## src/rtl/tt_um_emern_rasterizer.sv

```systemverilog
// Per-pixel two-triangle rasterizer: per-frame shadow registers, then a 3-stage pipeline
// that computes edge functions, resolves coverage by depth and emits one colour per pixel.
module tt_um_emern_rasterizer #(
    parameter int unsigned X_W     = 7,
    parameter int unsigned Y_W     = 6,
    parameter int unsigned COLOR_W = 6,
    parameter int unsigned DEPTH_W = 3
) (
    input  logic                   clk,
    input  logic                   rst,
    input  logic                   frame_start,
    input  logic                   pixel_valid,
    input  logic [X_W-1:0]         pixel_x,
    input  logic [Y_W-1:0]         pixel_y,
    input  logic [COLOR_W-1:0]     bg_color_in,
    input  logic [2*COLOR_W-1:0]   poly_color_in,
    input  logic [2*X_W-1:0]       v0_x_in,
    input  logic [2*X_W-1:0]       v1_x_in,
    input  logic [2*X_W-1:0]       v2_x_in,
    input  logic [2*Y_W-1:0]       v0_y_in,
    input  logic [2*Y_W-1:0]       v1_y_in,
    input  logic [2*Y_W-1:0]       v2_y_in,
    input  logic [2*DEPTH_W-1:0]   poly_depth_in,
    input  logic                   en_screen_in,
    input  logic [1:0]             poly_enable_in,
    output logic [COLOR_W-1:0]     color_out,
    output logic                   color_valid
);

    localparam int unsigned XD = X_W + 1;
    localparam int unsigned YD = Y_W + 1;
    localparam int unsigned PW = X_W + Y_W + 2;
    localparam int unsigned EW = PW + 1;

    function automatic logic signed [XD-1:0] xdiff(input logic [X_W-1:0] a, input logic [X_W-1:0] b);
        return $signed({1'b0, a}) - $signed({1'b0, b});
    endfunction

    function automatic logic signed [YD-1:0] ydiff(input logic [Y_W-1:0] a, input logic [Y_W-1:0] b);
        return $signed({1'b0, a}) - $signed({1'b0, b});
    endfunction

    // Shadow copies of the frontend registers, refreshed only on frame_start
    logic [COLOR_W-1:0]   bg_s;
    logic [2*COLOR_W-1:0] col_s;
    logic [2*X_W-1:0]     v0x_s, v1x_s, v2x_s;
    logic [2*Y_W-1:0]     v0y_s, v1y_s, v2y_s;
    logic [2*DEPTH_W-1:0] dep_s;
    logic                 scr_s;
    logic [1:0]           en_s;

    logic [COLOR_W-1:0]   bg_c;
    logic [2*COLOR_W-1:0] col_c;
    logic [2*X_W-1:0]     v0x_c, v1x_c, v2x_c;
    logic [2*Y_W-1:0]     v0y_c, v1y_c, v2y_c;
    logic [2*DEPTH_W-1:0] dep_c;
    logic                 scr_c;
    logic [1:0]           en_c;

    // A pixel arriving with frame_start already renders with the new values
    always_comb begin
        bg_c  = frame_start ? bg_color_in    : bg_s;
        col_c = frame_start ? poly_color_in  : col_s;
        v0x_c = frame_start ? v0_x_in        : v0x_s;
        v1x_c = frame_start ? v1_x_in        : v1x_s;
        v2x_c = frame_start ? v2_x_in        : v2x_s;
        v0y_c = frame_start ? v0_y_in        : v0y_s;
        v1y_c = frame_start ? v1_y_in        : v1y_s;
        v2y_c = frame_start ? v2_y_in        : v2y_s;
        dep_c = frame_start ? poly_depth_in  : dep_s;
        scr_c = frame_start ? en_screen_in   : scr_s;
        en_c  = frame_start ? poly_enable_in : en_s;
    end

    always_ff @(posedge clk) begin
        if (rst) begin
            bg_s  <= '0;
            col_s <= '0;
            v0x_s <= '0;
            v1x_s <= '0;
            v2x_s <= '0;
            v0y_s <= '0;
            v1y_s <= '0;
            v2y_s <= '0;
            dep_s <= '0;
            scr_s <= 1'b0;
            en_s  <= '0;
        end else if (frame_start) begin
            bg_s  <= bg_color_in;
            col_s <= poly_color_in;
            v0x_s <= v0_x_in;
            v1x_s <= v1_x_in;
            v2x_s <= v2_x_in;
            v0y_s <= v0_y_in;
            v1y_s <= v1_y_in;
            v2y_s <= v2_y_in;
            dep_s <= poly_depth_in;
            scr_s <= en_screen_in;
            en_s  <= poly_enable_in;
        end
    end

    // S1: edge vectors (index 0: v0->v1, 1: v1->v2, 2: v2->v0) and pixel offsets from each vertex
    logic signed [XD-1:0] ex_d [2][3];
    logic signed [YD-1:0] ey_d [2][3];
    logic signed [XD-1:0] px_d [2][3];
    logic signed [YD-1:0] py_d [2][3];

    always_comb begin
        for (int p = 0; p < 2; p++) begin
            ex_d[p][0] = xdiff(v1x_c[p*X_W +: X_W], v0x_c[p*X_W +: X_W]);
            ex_d[p][1] = xdiff(v2x_c[p*X_W +: X_W], v1x_c[p*X_W +: X_W]);
            ex_d[p][2] = xdiff(v0x_c[p*X_W +: X_W], v2x_c[p*X_W +: X_W]);
            ey_d[p][0] = ydiff(v1y_c[p*Y_W +: Y_W], v0y_c[p*Y_W +: Y_W]);
            ey_d[p][1] = ydiff(v2y_c[p*Y_W +: Y_W], v1y_c[p*Y_W +: Y_W]);
            ey_d[p][2] = ydiff(v0y_c[p*Y_W +: Y_W], v2y_c[p*Y_W +: Y_W]);
            px_d[p][0] = xdiff(pixel_x, v0x_c[p*X_W +: X_W]);
            px_d[p][1] = xdiff(pixel_x, v1x_c[p*X_W +: X_W]);
            px_d[p][2] = xdiff(pixel_x, v2x_c[p*X_W +: X_W]);
            py_d[p][0] = ydiff(pixel_y, v0y_c[p*Y_W +: Y_W]);
            py_d[p][1] = ydiff(pixel_y, v1y_c[p*Y_W +: Y_W]);
            py_d[p][2] = ydiff(pixel_y, v2y_c[p*Y_W +: Y_W]);
        end
    end

    logic                 v1_q;
    logic signed [XD-1:0] ex_q [2][3];
    logic signed [YD-1:0] ey_q [2][3];
    logic signed [XD-1:0] px_q [2][3];
    logic signed [YD-1:0] py_q [2][3];
    logic [2*COLOR_W-1:0] col1_q;
    logic [2*DEPTH_W-1:0] dep1_q;
    logic [COLOR_W-1:0]   bg1_q;
    logic                 scr1_q;
    logic [1:0]           en1_q;

    always_ff @(posedge clk) begin
        if (rst) begin
            v1_q   <= 1'b0;
            col1_q <= '0;
            dep1_q <= '0;
            bg1_q  <= '0;
            scr1_q <= 1'b0;
            en1_q  <= '0;
            for (int p = 0; p < 2; p++) begin
                for (int i = 0; i < 3; i++) begin
                    ex_q[p][i] <= '0;
                    ey_q[p][i] <= '0;
                    px_q[p][i] <= '0;
                    py_q[p][i] <= '0;
                end
            end
        end else begin
            v1_q <= pixel_valid;
            if (pixel_valid) begin
                col1_q <= col_c;
                dep1_q <= dep_c;
                bg1_q  <= bg_c;
                scr1_q <= scr_c;
                en1_q  <= en_c;
                ex_q   <= ex_d;
                ey_q   <= ey_d;
                px_q   <= px_d;
                py_q   <= py_d;
            end
        end
    end

    // S2: Eij = (xj-xi)*(py-yi) - (yj-yi)*(px-xi); area = E01 evaluated at v2
    logic signed [EW-1:0] e_d [2][3];
    logic [1:0]           area_nz_d;
    logic signed [PW-1:0] m_a, m_b;
    logic signed [EW-1:0] area;

    always_comb begin
        m_a       = '0;
        m_b       = '0;
        area      = '0;
        area_nz_d = '0;
        for (int p = 0; p < 2; p++) begin
            for (int i = 0; i < 3; i++) begin
                m_a        = ex_q[p][i] * py_q[p][i];
                m_b        = ey_q[p][i] * px_q[p][i];
                e_d[p][i]  = m_a - m_b;
            end
            m_a          = ey_q[p][0] * ex_q[p][2];
            m_b          = ex_q[p][0] * ey_q[p][2];
            area         = m_a - m_b;
            area_nz_d[p] = (area != '0);
        end
    end

    logic                 v2_q;
    logic signed [EW-1:0] e_q [2][3];
    logic [1:0]           area_nz_q;
    logic [2*COLOR_W-1:0] col2_q;
    logic [2*DEPTH_W-1:0] dep2_q;
    logic [COLOR_W-1:0]   bg2_q;
    logic                 scr2_q;
    logic [1:0]           en2_q;

    always_ff @(posedge clk) begin
        if (rst) begin
            v2_q      <= 1'b0;
            area_nz_q <= '0;
            col2_q    <= '0;
            dep2_q    <= '0;
            bg2_q     <= '0;
            scr2_q    <= 1'b0;
            en2_q     <= '0;
            for (int p = 0; p < 2; p++) begin
                for (int i = 0; i < 3; i++) begin
                    e_q[p][i] <= '0;
                end
            end
        end else begin
            v2_q <= v1_q;
            if (v1_q) begin
                e_q       <= e_d;
                area_nz_q <= area_nz_d;
                col2_q    <= col1_q;
                dep2_q    <= dep1_q;
                bg2_q     <= bg1_q;
                scr2_q    <= scr1_q;
                en2_q     <= en1_q;
            end
        end
    end

    // S3: winding-independent coverage, then depth resolve (tie goes to A)
    logic [1:0]         cov;
    logic [COLOR_W-1:0] color_d;

    always_comb begin
        cov = '0;
        for (int p = 0; p < 2; p++) begin
            cov[p] = en2_q[p] & area_nz_q[p] &
                     (((e_q[p][0] >= 0) & (e_q[p][1] >= 0) & (e_q[p][2] >= 0)) |
                      ((e_q[p][0] <= 0) & (e_q[p][1] <= 0) & (e_q[p][2] <= 0)));
        end
        color_d = bg2_q;
        if (!scr2_q) begin
            color_d = '0;
        end else if (cov[0] && cov[1]) begin
            color_d = (dep2_q[2*DEPTH_W-1:DEPTH_W] < dep2_q[DEPTH_W-1:0]) ?
                      col2_q[2*COLOR_W-1:COLOR_W] : col2_q[COLOR_W-1:0];
        end else if (cov[0]) begin
            color_d = col2_q[COLOR_W-1:0];
        end else if (cov[1]) begin
            color_d = col2_q[2*COLOR_W-1:COLOR_W];
        end
    end

    always_ff @(posedge clk) begin
        if (rst) begin
            color_out   <= '0;
            color_valid <= 1'b0;
        end else begin
            color_valid <= v2_q;
            if (v2_q) begin
                color_out <= color_d;
            end
        end
    end

endmodule

```

## config.mk

```make
export PLATFORM = sky130hd
export DESIGN_NAME = tt_um_emern_rasterizer
export DESIGN_NICKNAME = d
export VERILOG_FILES = /design/src/rtl/tt_um_emern_rasterizer.sv
export SDC_FILE = /design/constraint.sdc
export NUM_CORES = 2
export LEC_CHECK = 0
export CAP_MARGIN = 15
export CORE_MARGIN = 5
export CORE_UTILIZATION = 45
export DETAILED_ROUTE_END_ITERATION = 7
export PLACE_DENSITY_LB_ADDON = 0.05
export SETUP_SLACK_MARGIN = 0.1
export SLEW_MARGIN = 20
export SYNTH_ARGS = -nofsm -noshare
export SYNTH_HDL_FRONTEND = slang
export SYNTH_SLANG_ARGS = --single-unit
```

## constraint.sdc

```tcl
create_clock -name clk -period 5.4 [get_ports clk]
set_input_delay 0.54 -clock clk [delete_from_list [all_inputs] [get_ports clk]]
set_output_delay 0.54 -clock clk [all_outputs]
set_load 0.02 [all_outputs]
```

==> results.ini <==
[setup_path]
cp-end-kind = flop
ff2ff_setup_slack_ns = -0.23
cp_data_arrival_time_ns = 6.16
startpoint_type = flop
r2r_cells = 19
r2r-end = area_nz_q[1]$_SDFFE_PP0P_
cp_max_fo = 6
worstReg2RegStart = ex_q[2]$_SDFFE_PP0P_
required_ns = 5.93
critical_path_class = flop to flop

[grt]
grt.overflow.total = 0
grt.total_usage_pct = 24.7
antenna_found_initial = 6
grt_max_degree = 184
grt_pass1_vias = 45500
grt_pass1_wl_um = 262000

[power_and_ir_drop]
p_leak_nw = 33.7
powerDensity_nw_per_um2 = 678
ir_worst_vdd_mv = 0.697

[floorplanning]
start_util_pct = 45.2
coreArea_um2 = 127000
row_count = 131
die_w_um = 368
fp.dieH_um = 368
die_area_um2 = 135000
io_pins = 129

[cells_and_area]
area_delta_synth_final_pct = 20.0
postLayoutCellArea_um2 = 69100
antenna_cells = 0
nFillCells = 11700
fin_nets = 8450
drive_above_1_share_pct = 16.0
instances_no_fill = 8474

[sta]
rsz0062_at_grt = yes
finalHoldViolCount = 0
finClkSkew_ns = 0.0405
final.setup.tns_ns = -0.855
timing.final.crit_share_pct = 104
slew_headroom_pct = 21.6
finalSetupViolCount = 9
setup_ws_ns = -0.227
post-route-min-period_ns = 5.63
tightestPinTransition_ns = 1.14
slew_violations = 0
fmax_ghz = 0.178

[worst_hold_path]
whs_path_depth = 2
hold_path.class = input pin to flop
hold_start = rst
holdPathEnd = v2y_s[8]$_SDFF_PP0_

[yosys]
netlist.area_leader.share_pct = 33.1
synthArstFlopShare_pct = 0
synth_seq_cells = 446
syn_inst = 6204
syn_area_per_cell_um2 = 9.29
ys.warnings.count = 0
synth_edf_count = 0
ys_seq_area_share_pct = 15.5
synth_area_leaders = fa_1 (33%), dfxtp_1 (15%), ha_1 (13%)
synth_nets = 7892
synth_largest_area_cell = fa_1
synth_cell_types = 73
syn_area_um2 = 57600
synth_most_common_cell = inv_1
ys_dominant_reg_cell = dfxtp_1
synth_common_cells = inv_1 (1,112), fa_1 (952), ha_1 (614)

[route]
viasPerCell = 5.11
vias = 43300
drc = 0
ant_nets = 0
post_drt_wl_per_cell_um = 19.4
dr.pass1.iters = 8
wl_um = 164000
first_iter_violations = 2523

[clocking]
ctsLongestPathBuffers = 3
htree_levels = 2
clock_sinks = 446
clk_latency_ns = 0.68
cts_buffers = 59
cts_tree = built
clockRootBuffer = clkbuf_16
cts.reportedPaths.clkPinSlew_ns = 0.06
cts_hold_buf = 0

[run]
maxCapViolations = 0

[placed_design]
hpwl_um = 135000
placed_cells = 8304
dpl_cell_area_um2 = 64700
gp_congestion = 0.884
portBuffers = 128

[status]
violations = negative setup slack
status = complete, but fails checks

==> cells by family (layout without fill, tap and decap cells) <==
kind of cell / count (synthesis) / in the layout / share of synthesized area (%)
XOR/XNOR: 183 / 183 / 2.78
adder cells (fa/ha/maj): 1566 / 1566 / 46.4
flip-flops: 446 / 446 / 15.5
multiplexers: 235 / 235 / 4.08
AO/OA/AOI/OAI: 646 / 646 / 7.32
buffers and inverters: 1341 / 1949 / 8.76
AND/OR/NAND/NOR: 1787 / 1787 / 15.2
==> per-stage QoR <==
step | setup WS, ns | power [mW] | hold slack, ns | utilization, %
2_1_floorplan | -0.0473 | 26.3 | 0.451 | -
3_3_place_gp | -0.302 | 36.5 | 0.471 | 50.8
3_5_place_dp | -0.320 | 36.8 | 0.473 | 50.8
4_1_cts | -0.194 | 43.5 | 0.249 | 53.3
5_1_grt | -0.511 | 51.9 | 0.300 | 54.3
6_report | -0.227 | 46.9 | 0.302 | 54.3
==> placed cells by master (no fill, tap or decap), types with 33 or more instances in the layout <==
cell type / count
a211oi_1: 87
xnor2_1: 138
and2_1: 412
nand2_1: 414
buf_4: 510
a21oi_1: 150
clkdlybuf4s50_1: 125
dfxtp_2: 56
clkbuf_16: 61
mux2i_1: 234
ha_1: 567
nand2b_1: 42
inv_1: 1078
inv_2: 33
dfxtp_4: 57
a21o_1: 36
buf_6: 47
dfxtp_1: 333
xor2_1: 41
o21ai_0: 112
nor2b_1: 112
a21boi_0: 47
ha_4: 44
nor3_1: 87
fa_1: 927
nor2_1: 492
==> how the worst max path moves through the flow <==
stage	slack (ns)	to	start	depth (start not counted)
2_1_floorplan	-0.05	area_nz_q[0]$_SDFFE_PP0P_	ex_q[31]$_SDFFE_PP0P_	21
3_3_place_gp	-0.30	area_nz_q[1]$_SDFFE_PP0P_	ex_q[4]$_SDFFE_PP0P_	18
3_5_place_dp	-0.32	area_nz_q[0]$_SDFFE_PP0P_	ex_q[30]$_SDFFE_PP0P_	18
4_1_cts	-0.19	area_nz_q[0]$_SDFFE_PP0P_	ex_q[31]$_SDFFE_PP0P_	18
5_1_grt	-0.51	area_nz_q[0]$_SDFFE_PP0P_	ex_q[30]$_SDFFE_PP0P_	18
6_report	-0.23	area_nz_q[1]$_SDFFE_PP0P_	ex_q[2]$_SDFFE_PP0P_	19
==> power breakdown <==
part | total, mW | internal [mW] | leakage [nW] | switching [mW]
clock | 4.52 | 2.78 | 1.07 | 1.74
sequential | 4.15 | 3.70 | 3.73 | 0.443
combinational | 38.2 | 19.5 | 28.9 | 18.7
==> critical path: stages, from the launching register on <==
cell and delay (ns):
dfxtp_4 0.41, buf_12 0.15, nand2_1 0.08, fa_1 0.54, inv_1 0.05, fa_1 0.46
fa_1 0.52, inv_1 0.07, fa_1 0.56, fa_1 0.43, fa_1 0.49, inv_1 0.06
ha_4 0.22, nand3_1 0.08, o211ai_1 0.14, or4_4 0.46, a311o_1 0.29, xor2_1 0.15
a211oi_2 0.25, a31oi_1 0.11
==> metal layers <==
| metal | up-vias | part of all wire [%] | track usage (%) |
|---|---|---|---|
| met2 | 866 | 45 | 39.4 |
| met5 | - | 0.011 | 0 |
| met1 | 21600 | 49 | 36.7 |
| met4 | 2 | 1.8 | 4.01 |
| li1 | 20600 | - | - |
| met3 | 144 | 4.8 | 3.00 |
==> state kept, by name, indices dropped and copies added (netlist names), 14 cells and up <==
| signal | count |
|---|---|
| e_q | 96 |
| ex_q | 48 |
| ey_q | 42 |
| px_q | 48 |
| py_q | 42 |
| v0x_s | 14 |
| v1x_s | 14 |
| v2x_s | 14 |
==> cell type report <==
class                   count  area (um2)  area share (%)
repair buffers            719        6310            9.13
clock buffers              78        1650            2.38
multi-input cells        4417       45100            65.2
well taps                1662        2080            3.01
clock inverters            33         571           0.825
flip-flops and latches    446        9210            13.3
inverters                1119        4220            6.10
==> repair_timing <==
item                       in CTS  in global routing
gates resized for setup       243                258
setup endpoints to repair      29                 38
gates cloned                    0                  2
setup buffers                  29                 28
pin swaps                     127                161
No activity file was read; power rests on OpenSTA's default activity.
